[src/rtl/dmem_arb_pkg.sv]
// dmem_arb_pkg
//   Shared definitions for the data-memory arbiter: burst sequencer state
//   encoding, read-return owner tag encoding, default parameter values and
//   a saturating counter helper used by the starvation counter.
package dmem_arb_pkg;

    localparam int DEF_ADDR_W   = 10;
    localparam int DEF_LEN_W    = 10;
    localparam int DEF_MAX_WAIT = 4;
    localparam int WAIT_W       = 4;   // holds MAX_WAIT up to 15

    typedef enum logic [1:0] {
        IDLE  = 2'd0,
        BURST = 2'd1,
        DONE  = 2'd2
    } burst_state_e;

    localparam logic OWN_CPU  = 1'b0;
    localparam logic OWN_HOST = 1'b1;

    // Increment v, holding at lim once reached.
    function automatic logic [WAIT_W-1:0] sat_inc(input logic [WAIT_W-1:0] v,
                                                  input logic [WAIT_W-1:0] lim);
        logic [WAIT_W-1:0] res;
        if (v >= lim) begin
            res = lim;
        end else begin
            res = v + 4'd1;
        end
        return res;
    endfunction

endpackage

[src/rtl/dmem_arbiter_if.sv]
// dmem_arbiter_if
//   Bundles the three buses around the arbiter:
//     cpu_*   MEM-stage load/store port (byte address, stall, read return)
//     host_*  host command handshake, write-beat handshake, read beats, done
//     mem_*   single-port synchronous data memory (1-cycle read latency)
//   slave  : the arbiter's view
//   master : the view of the requesters and the memory array
interface dmem_arbiter_if
    import dmem_arb_pkg::*;
#(
    parameter int ADDR_W = DEF_ADDR_W,
    parameter int LEN_W  = DEF_LEN_W
);
    logic              cpu_req;
    logic              cpu_wr;
    logic [31:0]       cpu_addr;
    logic [31:0]       cpu_wdata;
    logic              cpu_stall;
    logic [31:0]       cpu_rdata;
    logic              cpu_rvalid;

    logic              host_cmd_valid;
    logic              host_cmd_ready;
    logic              host_cmd_wr;
    logic [ADDR_W-1:0] host_cmd_addr;
    logic [LEN_W-1:0]  host_cmd_len;
    logic [31:0]       host_wdata;
    logic              host_wvalid;
    logic              host_wready;
    logic [31:0]       host_rdata;
    logic              host_rvalid;
    logic              host_done;

    logic              mem_en;
    logic              mem_wr;
    logic [ADDR_W-1:0] mem_addr;
    logic [31:0]       mem_wdata;
    logic [31:0]       mem_rdata;

    modport slave (
        input  cpu_req, cpu_wr, cpu_addr, cpu_wdata,
        output cpu_stall, cpu_rdata, cpu_rvalid,
        input  host_cmd_valid, host_cmd_wr, host_cmd_addr, host_cmd_len,
        input  host_wdata, host_wvalid,
        output host_cmd_ready, host_wready, host_rdata, host_rvalid, host_done,
        output mem_en, mem_wr, mem_addr, mem_wdata,
        input  mem_rdata
    );

    modport master (
        output cpu_req, cpu_wr, cpu_addr, cpu_wdata,
        input  cpu_stall, cpu_rdata, cpu_rvalid,
        output host_cmd_valid, host_cmd_wr, host_cmd_addr, host_cmd_len,
        output host_wdata, host_wvalid,
        input  host_cmd_ready, host_wready, host_rdata, host_rvalid, host_done,
        input  mem_en, mem_wr, mem_addr, mem_wdata,
        output mem_rdata
    );
endinterface

[src/rtl/dmem_burst_seq.sv]
// dmem_burst_seq
//   Host burst sequencer: accepts a command in IDLE, walks the word address
//   and remaining-beat count on every host grant during BURST, and spends
//   one cycle in DONE to signal completion.
//   Ports:
//     clk, rst                      clock, async active-high reset
//     i_cmd_valid/wr/addr/len       host command fields
//     i_grant                       host won the memory slot this cycle
//     o_idle                        FSM in IDLE (command can be accepted)
//     o_busy                        FSM in BURST (host may want slots)
//     o_burst_wr                    latched burst direction
//     o_addr                        current burst word address
//     o_done                        completion pulse (FSM in DONE)
module dmem_burst_seq
    import dmem_arb_pkg::*;
#(
    parameter int ADDR_W = DEF_ADDR_W,
    parameter int LEN_W  = DEF_LEN_W
)(
    input  logic              clk,
    input  logic              rst,
    input  logic              i_cmd_valid,
    input  logic              i_cmd_wr,
    input  logic [ADDR_W-1:0] i_cmd_addr,
    input  logic [LEN_W-1:0]  i_cmd_len,
    input  logic              i_grant,
    output logic              o_idle,
    output logic              o_busy,
    output logic              o_burst_wr,
    output logic [ADDR_W-1:0] o_addr,
    output logic              o_done
);

    burst_state_e      r_state;
    logic              r_wr;
    logic [ADDR_W-1:0] r_addr;
    logic [LEN_W-1:0]  r_rem;

    // Burst FSM with address / remaining-count bookkeeping.
    always_ff @(posedge clk or posedge rst) begin
        if (rst) begin
            r_state <= IDLE;
            r_wr    <= 1'b0;
            r_addr  <= '0;
            r_rem   <= '0;
        end else begin
            case (r_state)
                IDLE: begin
                    if (i_cmd_valid) begin
                        r_wr    <= i_cmd_wr;
                        r_addr  <= i_cmd_addr;
                        r_rem   <= i_cmd_len;
                        r_state <= (i_cmd_len == '0) ? DONE : BURST;
                    end
                end
                BURST: begin
                    if (i_grant) begin
                        // Address wraps naturally at 2^ADDR_W.
                        r_addr <= r_addr + ADDR_W'(1);
                        r_rem  <= r_rem - LEN_W'(1);
                        if (r_rem == LEN_W'(1)) begin
                            r_state <= DONE;
                        end
                    end
                end
                DONE: begin
                    r_state <= IDLE;
                end
                default: begin
                    r_state <= IDLE;
                end
            endcase
        end
    end

    assign o_idle     = (r_state == IDLE);
    assign o_busy     = (r_state == BURST);
    assign o_done     = (r_state == DONE);
    assign o_burst_wr = r_wr;
    assign o_addr     = r_addr;

endmodule

[src/rtl/dmem_arbiter.sv]
// dmem_arbiter
//   Shares a single-port synchronous data memory between the CPU MEM stage
//   (priority requester) and a host burst port. A starvation counter lets
//   the host take one slot after MAX_WAIT consecutive lost cycles.
//   Ports:
//     clk, rst   clock, async active-high reset
//     bus        dmem_arbiter_if.slave: cpu_*, host_*, mem_* buses
module dmem_arbiter
    import dmem_arb_pkg::*;
#(
    parameter int ADDR_W   = DEF_ADDR_W,
    parameter int LEN_W    = DEF_LEN_W,
    parameter int MAX_WAIT = DEF_MAX_WAIT
)(
    input  logic            clk,
    input  logic            rst,
    dmem_arbiter_if.slave   bus
);

    localparam logic [WAIT_W-1:0] L_MAX_WAIT = WAIT_W'(MAX_WAIT);

    logic              w_idle;
    logic              w_busy;
    logic              w_burst_wr;
    logic [ADDR_W-1:0] w_host_addr;
    logic              w_host_want;
    logic              w_cpu_grant;
    logic              w_host_grant;
    logic              w_rd_grant;
    logic              w_unused_addr_bits;

    logic [WAIT_W-1:0] r_wait_cnt;
    logic              r_owner;
    logic              r_rvalid;

    dmem_burst_seq #(
        .ADDR_W (ADDR_W),
        .LEN_W  (LEN_W)
    ) u_seq (
        .clk         (clk),
        .rst         (rst),
        .i_cmd_valid (bus.host_cmd_valid),
        .i_cmd_wr    (bus.host_cmd_wr),
        .i_cmd_addr  (bus.host_cmd_addr),
        .i_cmd_len   (bus.host_cmd_len),
        .i_grant     (w_host_grant),
        .o_idle      (w_idle),
        .o_busy      (w_busy),
        .o_burst_wr  (w_burst_wr),
        .o_addr      (w_host_addr),
        .o_done      (bus.host_done)
    );

    // Grant decision: CPU first unless the host has been starved long enough.
    always_comb begin
        w_host_want  = w_busy & (~w_burst_wr | bus.host_wvalid);
        w_cpu_grant  = ~rst & bus.cpu_req &
                       ~(w_host_want & (r_wait_cnt == L_MAX_WAIT));
        w_host_grant = ~rst & w_host_want & ~w_cpu_grant;
    end

    // Memory port mux driven by whichever requester was granted.
    always_comb begin
        bus.mem_en    = 1'b0;
        bus.mem_wr    = 1'b0;
        bus.mem_addr  = '0;
        bus.mem_wdata = 32'd0;
        if (w_cpu_grant) begin
            bus.mem_en    = 1'b1;
            bus.mem_wr    = bus.cpu_wr;
            bus.mem_addr  = bus.cpu_addr[ADDR_W+1:2];
            bus.mem_wdata = bus.cpu_wdata;
        end else if (w_host_grant) begin
            bus.mem_en    = 1'b1;
            bus.mem_wr    = w_burst_wr;
            bus.mem_addr  = w_host_addr;
            bus.mem_wdata = bus.host_wdata;
        end else begin
            bus.mem_en    = 1'b0;
        end
    end

    assign w_rd_grant = bus.mem_en & ~bus.mem_wr;

    // Starvation counter plus owner tag for the one-cycle-late read return.
    always_ff @(posedge clk or posedge rst) begin
        if (rst) begin
            r_wait_cnt <= '0;
            r_owner    <= OWN_CPU;
            r_rvalid   <= 1'b0;
        end else begin
            if (w_host_want & ~w_host_grant) begin
                r_wait_cnt <= sat_inc(r_wait_cnt, L_MAX_WAIT);
            end else begin
                r_wait_cnt <= '0;
            end
            r_rvalid <= w_rd_grant;
            if (w_rd_grant) begin
                r_owner <= w_host_grant ? OWN_HOST : OWN_CPU;
            end else begin
                r_owner <= r_owner;
            end
        end
    end

    assign bus.host_cmd_ready = w_idle & ~rst;
    assign bus.cpu_stall      = bus.cpu_req & ~w_cpu_grant;
    assign bus.host_wready    = w_host_grant & w_burst_wr;
    assign bus.cpu_rvalid     = r_rvalid & (r_owner == OWN_CPU);
    assign bus.host_rvalid    = r_rvalid & (r_owner == OWN_HOST);
    assign bus.cpu_rdata      = bus.mem_rdata;
    assign bus.host_rdata     = bus.mem_rdata;

    // Byte-offset and above-range address bits are not used by the memory.
    assign w_unused_addr_bits = ^{bus.cpu_addr[31:ADDR_W+2], bus.cpu_addr[1:0]};

endmodule

[src/flat_wrapper.sv]
// flat-port wrapper written by rule: the top's interface ports become plain ports
module dmem_arbiter_flat import dmem_arb_pkg::*;
#(
    parameter int ADDR_W   = DEF_ADDR_W,
    parameter int LEN_W    = DEF_LEN_W,
    parameter int MAX_WAIT = DEF_MAX_WAIT
)
  (clk, rst, bus_cpu_req, bus_cpu_wr, bus_cpu_addr, bus_cpu_wdata, bus_cpu_stall, bus_cpu_rdata, bus_cpu_rvalid, bus_host_cmd_valid, bus_host_cmd_wr, bus_host_cmd_addr, bus_host_cmd_len, bus_host_wdata, bus_host_wvalid, bus_host_cmd_ready, bus_host_wready, bus_host_rdata, bus_host_rvalid, bus_host_done, bus_mem_en, bus_mem_wr, bus_mem_addr, bus_mem_wdata, bus_mem_rdata);
  dmem_arbiter_if #(.ADDR_W(ADDR_W), .LEN_W(LEN_W)) bus_i ();
  input  logic clk;
  input  logic rst;
  input wire logic [$bits(bus_i.cpu_req)-1:0] bus_cpu_req;
  input wire logic [$bits(bus_i.cpu_wr)-1:0] bus_cpu_wr;
  input wire logic [$bits(bus_i.cpu_addr)-1:0] bus_cpu_addr;
  input wire logic [$bits(bus_i.cpu_wdata)-1:0] bus_cpu_wdata;
  output wire logic [$bits(bus_i.cpu_stall)-1:0] bus_cpu_stall;
  output wire logic [$bits(bus_i.cpu_rdata)-1:0] bus_cpu_rdata;
  output wire logic [$bits(bus_i.cpu_rvalid)-1:0] bus_cpu_rvalid;
  input wire logic [$bits(bus_i.host_cmd_valid)-1:0] bus_host_cmd_valid;
  input wire logic [$bits(bus_i.host_cmd_wr)-1:0] bus_host_cmd_wr;
  input wire logic [$bits(bus_i.host_cmd_addr)-1:0] bus_host_cmd_addr;
  input wire logic [$bits(bus_i.host_cmd_len)-1:0] bus_host_cmd_len;
  input wire logic [$bits(bus_i.host_wdata)-1:0] bus_host_wdata;
  input wire logic [$bits(bus_i.host_wvalid)-1:0] bus_host_wvalid;
  output wire logic [$bits(bus_i.host_cmd_ready)-1:0] bus_host_cmd_ready;
  output wire logic [$bits(bus_i.host_wready)-1:0] bus_host_wready;
  output wire logic [$bits(bus_i.host_rdata)-1:0] bus_host_rdata;
  output wire logic [$bits(bus_i.host_rvalid)-1:0] bus_host_rvalid;
  output wire logic [$bits(bus_i.host_done)-1:0] bus_host_done;
  output wire logic [$bits(bus_i.mem_en)-1:0] bus_mem_en;
  output wire logic [$bits(bus_i.mem_wr)-1:0] bus_mem_wr;
  output wire logic [$bits(bus_i.mem_addr)-1:0] bus_mem_addr;
  output wire logic [$bits(bus_i.mem_wdata)-1:0] bus_mem_wdata;
  input wire logic [$bits(bus_i.mem_rdata)-1:0] bus_mem_rdata;
  assign bus_i.cpu_req = bus_cpu_req;
  assign bus_i.cpu_wr = bus_cpu_wr;
  assign bus_i.cpu_addr = bus_cpu_addr;
  assign bus_i.cpu_wdata = bus_cpu_wdata;
  assign bus_cpu_stall = bus_i.cpu_stall;
  assign bus_cpu_rdata = bus_i.cpu_rdata;
  assign bus_cpu_rvalid = bus_i.cpu_rvalid;
  assign bus_i.host_cmd_valid = bus_host_cmd_valid;
  assign bus_i.host_cmd_wr = bus_host_cmd_wr;
  assign bus_i.host_cmd_addr = bus_host_cmd_addr;
  assign bus_i.host_cmd_len = bus_host_cmd_len;
  assign bus_i.host_wdata = bus_host_wdata;
  assign bus_i.host_wvalid = bus_host_wvalid;
  assign bus_host_cmd_ready = bus_i.host_cmd_ready;
  assign bus_host_wready = bus_i.host_wready;
  assign bus_host_rdata = bus_i.host_rdata;
  assign bus_host_rvalid = bus_i.host_rvalid;
  assign bus_host_done = bus_i.host_done;
  assign bus_mem_en = bus_i.mem_en;
  assign bus_mem_wr = bus_i.mem_wr;
  assign bus_mem_addr = bus_i.mem_addr;
  assign bus_mem_wdata = bus_i.mem_wdata;
  assign bus_i.mem_rdata = bus_mem_rdata;
  dmem_arbiter #(.ADDR_W(ADDR_W), .LEN_W(LEN_W), .MAX_WAIT(MAX_WAIT)) u_core (.clk(clk), .rst(rst), .bus(bus_i));
endmodule
[config.mk]
export PLATFORM = sky130hd
export DESIGN_NAME = dmem_arbiter_flat
export DESIGN_NICKNAME = d
export VERILOG_FILES = /design/src/rtl/dmem_arb_pkg.sv /design/src/rtl/dmem_arbiter_if.sv /design/src/rtl/dmem_burst_seq.sv /design/src/rtl/dmem_arbiter.sv /design/src/flat_wrapper.sv
export SDC_FILE = /design/constraint.sdc
export NUM_CORES = 1
export LEC_CHECK = 0
export BUFFER_PORTS_ARGS = -buffer_cell sky130_fd_sc_hd__buf_2
export CORE_AREA = 2 2 105 107
export DETAILED_ROUTE_END_ITERATION = 7
export DIE_AREA = 0 0 107 109
export GPL_TIMING_DRIVEN = 0
export SYNTH_ARGS = -nofsm -noshare
export SYNTH_HDL_FRONTEND = slang
export SYNTH_SLANG_ARGS = --single-unit
[constraint.sdc]
create_clock -name clk -period 2.3 [get_ports clk]
set_input_delay 0.115 -clock clk [delete_from_list [all_inputs] [get_ports clk]]
set_output_delay 0.115 -clock clk [all_outputs]
set_load 0.05 [all_outputs]
# == Word-level counts from Yosys, hierarchy flattened ==
# Cells that the tools add are included.
# totals
elab_cells,66
romBits,0
regBits,29
mem_count,0
latchBits,0
ram_bits,0
# classes
reduce_logical,6
n_div,0
add_sub_neg,3
shift,0
n_mux,21
mul,0
magnitude_cmp,1
bitwise_logic,21
n_eq_ne,7
# ops
operator,n
two-way mux 32 bit,2
two-way mux 10 bit,6
one-hot mux 10 bit (2 select lines),2
bitwise AND 1 bit,13
"adder 10 x 1 -> 10 bit, second input constant",1
"== test 10 x 1 -> 1 bit, second input constant",1
zero test 10 bit,1
"subtractor 10 x 1 -> 10 bit, second input constant",1
two-way mux 2 bit,4
two-way mux 4 bit,2
inverter 1 bit,7
"!= test 2 bit, second input constant",3
AND reduction 3 bit,2
"adder 4 x 1 -> 4 bit, second input constant",1
"== test 4 x 3 -> 1 bit, second input constant",1
">= comparator 4 x 3 -> 1 bit, second input constant",1
two-way mux 1 bit,4
one-hot mux 2 bit (2 select lines),1
"== test 2 x 1 -> 1 bit, second input constant",1
"== test 2 bit, second input constant",1
zero test 2 bit,1
AND reduction 2 bit,1
nonzero test 2 bit,1
OR 1 bit,1

# == Depth between registers and ports, before layout ==
# depth
ltp_word,12
depth_mapped,7
depth_no_buf,6

# == Hierarchy ==
# Synthesis repeated with hierarchy kept, for this count alone.
# hier_totals
cells_unflattened,441
hier_area_um2,3517.1
# by_module_without_submodules
module,seq_area_each_um2,cells_each,area_each_um2,instances
dmem_arbiter,150.1,278,2064.5,1
dmem_burst_seq,575.6,163,1452.6,1

# == Worst setup path after synthesis ==
# No wires, ideal clock.
# synth_path
kind,register to output
from,reg u_core.r_wait_cnt[0]
to,out bus_mem_wr
path_stages_with_launch,8
arrival_time_ns,2.157
n_path_buf,1
slack_ns,0.028
cell_sequence,dfrtp_1 inv_1 ha_1 nand3b_4 a2111oi_4 buf_4 and2_1 a21o_1
# synth_between
elab_chain_len,8
# synth_rtl
item,line_no,text
from (decl),dmem_arbiter.sv:32,logic [WAIT_W-1:0] r_wait_cnt;
from (signal assigned),dmem_arbiter.sv:93,"r_wait_cnt <= sat_inc(r_wait_cnt, L_MAX_WAIT);"
== test 4 x 3 -> 1 bit (*),dmem_arbiter.sv:58,~(w_host_want & (r_wait_cnt == L_MAX_WAIT));
bitwise AND 1 bit (*),dmem_arbiter.sv:58,
inverter 1 bit (*),dmem_arbiter.sv:58,
bitwise AND 1 bit (*),dmem_arbiter.sv:57,w_cpu_grant = ~rst & bus.cpu_req &
inverter 1 bit,dmem_arbiter.sv:59,w_host_grant = ~rst & w_host_want & ~w_cpu_grant;
bitwise AND 1 bit,dmem_arbiter.sv:59,
two-way mux 1 bit,dmem_arbiter.sv:73,end else if (w_host_grant) begin
two-way mux 1 bit (*),dmem_arbiter.sv:68,if (w_cpu_grant) begin
to (decl),flat_wrapper.sv:31,output wire logic [$bits(bus_i.mem_wr)-1:0] bus_mem_wr;
# Mark *: on every way between the ends. The rest lies on a longest branch, timed or not.

# == Final worst setup path ==
# layout_path
from,reg u_core.r_wait_cnt[0]
to,out bus_mem_wdata[27]
# layout_between
elab_chain_len,8
# layout_rtl
item,line_no,text
== test 4 x 3 -> 1 bit (*),dmem_arbiter.sv:58,
bitwise AND 1 bit (*),dmem_arbiter.sv:58,
inverter 1 bit (*),dmem_arbiter.sv:58,
bitwise AND 1 bit (*),dmem_arbiter.sv:57,
inverter 1 bit,dmem_arbiter.sv:59,
bitwise AND 1 bit,dmem_arbiter.sv:59,
two-way mux 32 bit,dmem_arbiter.sv:73,
two-way mux 32 bit (*),dmem_arbiter.sv:68,
to (decl),flat_wrapper.sv:33,output wire logic [$bits(bus_i.mem_wdata)-1:0] bus_mem_wdata;
# Marked as above.

==> tab_implementation.tex <==
\begin{tabular}{lr}
\hline
Metric & Value \\
\hline
\multicolumn{2}{l}{\textbf{Outcome}} \\
\quad Outcome & finished, violations left \\
\quad Failing checks & negative hold slack \\
\multicolumn{2}{l}{\textbf{Timing}} \\
\quad Time the final worst path needs with I/O delays and setup & 2270 ps \\
\quad Peak Freq & 441 MHz \\
\quad Setup violation total in the final timing report & 0 \\
\quad Final clock period utilization by the worst path & 0.985 \\
\quad Skew final & 8.22 ps \\
\quad Slew Limit Headroom & 0.550 \\
\quad Final Slew Violations & 0 \\
\quad Hold Fails Final Rpt & 9 \\
\quad Slew at the pin with the worst max-slew slack & 673 ps \\
\quad Worst slack on hold paths & -4.83 ps \\
\quad Unrepaired setup endpoints after global routing & true \\
\multicolumn{2}{l}{\textbf{Synth}} \\
\quad Summed instance area of the synthesized netlist & 0.00276 mm2 \\
\quad Synth Warn \# & 0 \\
\quad Total nets after synthesis & 481 \\
\quad Fraction of synthesized cell area in xor and xnor cells & 0 \\
\quad Instance count of the mapped netlist & 321 \\
\quad Flop and latch count out of synthesis & 29 \\
\quad Number of synthesized flops with an enable pin & 0 \\
\quad Leading register cell type out of synthesis & dfrtp\_1 \\
\quad Portion of netlist area occupied by mux cells & 0 \\
\quad Post-synth cell types & 50 \\
\quad Compound-Gate Fraction of Synth Area & 0.331 \\
\quad Post-Syn Area per Cell & 8.59 um2 \\
\quad Simple-gate area share of the yosys netlist & 0.151 \\
\quad Post-synthesis async set-or-reset flop share & 1.00 \\
\quad Portion of the post-synthesis area used by sequential elements & 0.263 \\
\quad Share of synthesized cell area in full adder, half adder and majority cells & 0.0227 \\
\quad Largest family of logic cells by synthesized area & compound AO/OA/AOI/OAI gates \\
\multicolumn{2}{l}{\textbf{Power}} \\
\quad VDD IR max & 260 uV \\
\quad Post-layout power & 3.51 mW \\
\quad Share of power burned in the clock network & 0.136 \\
\quad Total power per unit cell area & 762 mW/mm2 \\
\quad Fraction of power spent switching nets & 0.486 \\
\quad Register share of total power & 0.261 \\
\quad Combinational Power Share & 0.603 \\
\quad Switching pwr & 1.70 mW \\
\quad Internal power component & 1.80 mW \\
\quad Leak Pwr & 2.36 nW \\
\multicolumn{2}{l}{\textbf{Hold path}} \\
\quad Class of the tightest hold or removal check & input port to asynchronous set/reset pin \\
\multicolumn{2}{l}{\textbf{CTS}} \\
\quad Clock-pin slew of the registers on the worst-case setup and hold paths & 70 ps \\
\quad Worst skew pair latency & 290 ps \\
\quad H-tree depth & 2 \\
\quad Clock Path Buffers & 2 \\
\quad Clock Sinks & 29 \\
\quad Clock buffers created by TritonCTS & 5 \\
\quad CTS tree & yes \\
\quad CTS Root Cell & clkbuf\_8 \\
\multicolumn{2}{l}{\textbf{Drt}} \\
\quad Via density per instance & 4.89 \\
\quad Overall via count from detail\_route & 3391 \\
\quad Count of routing violations after the opening detailed-route iteration & 256 \\
\quad DRC violation count after routing & 0 \\
\quad DRT antenna net count & 0 \\
\quad Aggregate routed wire length & 11800 um \\
\quad Router iterations before antenna repair & 4 \\
\quad Average routed wire per standard cell & 17.0 um \\
\multicolumn{2}{l}{\textbf{Die}} \\
\quad Horizontal extent of the die & 107 um \\
\quad Die area & 0.0117 mm2 \\
\quad Num ports & 269 \\
\quad Number of rows created at floorplan & 38 \\
\quad Core Area & 0.0106 mm2 \\
\quad Initial Util & 0.260 \\
\quad Height of the die & 109 um \\
\multicolumn{2}{l}{\textbf{Critical path}} \\
\quad Slowest CP cell & a2111oi\_4 \\
\quad R2R depth & 9 \\
\quad Data required, critical path & 2180 ps \\
\quad Highest net fanout along the worst path & 5 \\
\quad Crit path DAT & 2150 ps \\
\quad Crit Path Class & flop to output port \\
\quad CP Cell Sequence & inv\_2 -> ha\_4 -> nand3b\_4 -> a2111oi\_4 -> buf\_4 -> buf\_8 -> a22o\_1 -> buf\_6 \\
\quad Type of element capturing the critical path & output port \\
\quad Worst Setup Start Kind & flop \\
\quad Biggest cell delay along the critical path & 450 ps \\
\multicolumn{2}{l}{\textbf{Global route}} \\
\quad Wire length of the first global-routing pass & 17100 um \\
\quad Number of antenna violations at the first check in global routing & 2 \\
\quad Pin count of the biggest net entering global routing & 31 \\
\quad Vias in the first global route & 3140 \\
\quad Overall fraction of global-route tracks in use & 0.189 \\
\quad Congestion Overflow GR & 0 \\
\multicolumn{2}{l}{\textbf{Finish}} \\
\quad Layout overhead on the synthesized area & 66.8\% \\
\quad Post-route core utilization & 0.434 \\
\quad Share of final-layout standard cells stronger than drive strength 1 & 0.599 \\
\quad Final cell area excluding filler cells & 0.00460 mm2 \\
\quad Final layout net count & 712 \\
\multicolumn{2}{l}{\textbf{Place}} \\
\quad Cell Area, Placed & 0.00401 mm2 \\
\quad Input/output buffers & 214 \\
\quad RD Place Congestion & 0.867 \\
\quad HPWL after detailed placement & 9290 um \\
\multicolumn{2}{l}{\textbf{Run}} \\
\quad Max-cap viol count & 0 \\
\hline
\end{tabular}
[logic make-up (layout without fill, tap and decap cells)]
family                     count (synthesis)  count (layout)
AOI/OAI and AO/OA                        114             114
buffers and inverters                     95             327
and+or+nand+nor                           77              77
DFF                                       29              29
adders and majority gates                  5               5
other                                      1               2
[worst paths after layout]
check	startpoint	end	slack (ps)
setup / recovery	u_core.r_wait_cnt[0]	bus_mem_wdata[27]	30
hold / removal	rst	u_core.r_wait_cnt[2]	-5
setup reg to reg	u_core.r_wait_cnt[0]	u_core.u_seq.o_addr[5]	170
hold reg to reg	u_core.u_seq.o_addr[8]	u_core.u_seq.o_addr[8]	540
max in group asynchronous	rst	u_core.u_seq.r_rem[4]	1920
min in group clk	bus_host_cmd_wr	u_core.u_seq.o_burst_wr	40
[what timing repair did]
item | CTS | global route
setup endpoints to repair | 45 | 45
pin swaps | 5 | 27
gates resized for setup | 72 | 54
hold buffers | 0 | 0
cloned | 0 | 3
setup buffers | 3 | 4
[synth_stat cells (5+ instances only)]
cell | instances | area share
buf_2 | 8 | 0.015
a31oi_1 | 10 | 0.023
inv_1 | 10 | 0.014
buf_4 | 70 | 0.19
nand3_1 | 8 | 0.015
clkbuf_1 | 5 | 0.0068
nor2_1 | 24 | 0.033
o22a_1 | 6 | 0.019
ha_1 | 5 | 0.023
nand2_1 | 13 | 0.018
nor3_1 | 6 | 0.011
dfrtp_1 | 29 | 0.26
o22ai_1 | 5 | 0.011
o211ai_1 | 6 | 0.016
a21oi_1 | 13 | 0.024
o21ai_0 | 7 | 0.013
a22o_1 | 43 | 0.14
[critical path, delay by kind of cell (launching register included)]
kind | cells | cell delay (ps)
compound gates | 2 | 620
fa+ha+maj | 1 | 140
buf+inv | 4 | 600
simple gates | 1 | 110
flops | 1 | 390
[sequential cells by signal, indices dropped and copies added (netlist names)]
name and count:
u_core.r_wait_cnt 4, u_core.r_owner 1, u_core.u_seq.o_burst_wr 1, u_core.u_seq.o_addr 10
u_core.r_rvalid 1, u_core.u_seq.r_rem 10, u_core.u_seq.r_state 2
[cells in the final DEF, fill, tap and decap left out, drive strengths merged, types with 5 or more instances in the layout]
cell	synthesis	layout
ha	5	5
nand2	14	14
a31oi	10	10
a22oi	5	5
nand3	8	8
a21oi	13	13
o211ai	6	6
a22o	43	43
buf	80	302
dfrtp	29	29
clkbuf	5	14
o21ai	7	7
o22a	6	6
nor2	24	24
nor3	6	6
o22ai	5	5
inv	10	9
[power by group through the flow]
stage / Clock [mW] / Sequential (mW) / Combinational (mW)
floorplan: 0 / 0.842 / 1.42
global placement: 0 / 0.907 / 1.82
detailed placement: 0 / 0.914 / 1.85
CTS: 0.488 / 0.906 / 1.98
global route: 0.512 / 0.945 / 2.26
finish: 0.478 / 0.915 / 2.11
[metrics by stage]
stage	std cells	hold WS (ps)	setup WS [ps]	setup TNS (ps)
after CTS	686	8.30	12.4	0
after floorplan	321	178	28.4	0
after detailed placement	675	308	-600	-19920
final	694	-4.83	33.4	0
after global placement	675	305	-560	-18230
after global routing	694	37.5	-86.3	-2190
[layout make-up]
type,count,area (um2)
flip-flops and latches,29,726
diodes,1,2.50
multi-input cells,197,1450
plain buffers,85,639
clock buffers,7,96.3
repair buffers,224,1460
well taps,140,175
inverters,10,41.3
clock inverters,1,5.00
fillers,1082,6000
[routing by layer]
| metal | track usage | share of wire |
|---|---|---|
| met1 | 0.238 | 0.41 |
| met2 | 0.333 | 0.50 |
| met3 | 0.0448 | 0.081 |
| met4 | 0.0362 | 0.0087 |
| met5 | 0 | 0.00093 |
No activity file was read; power rests on OpenSTA's default activity.
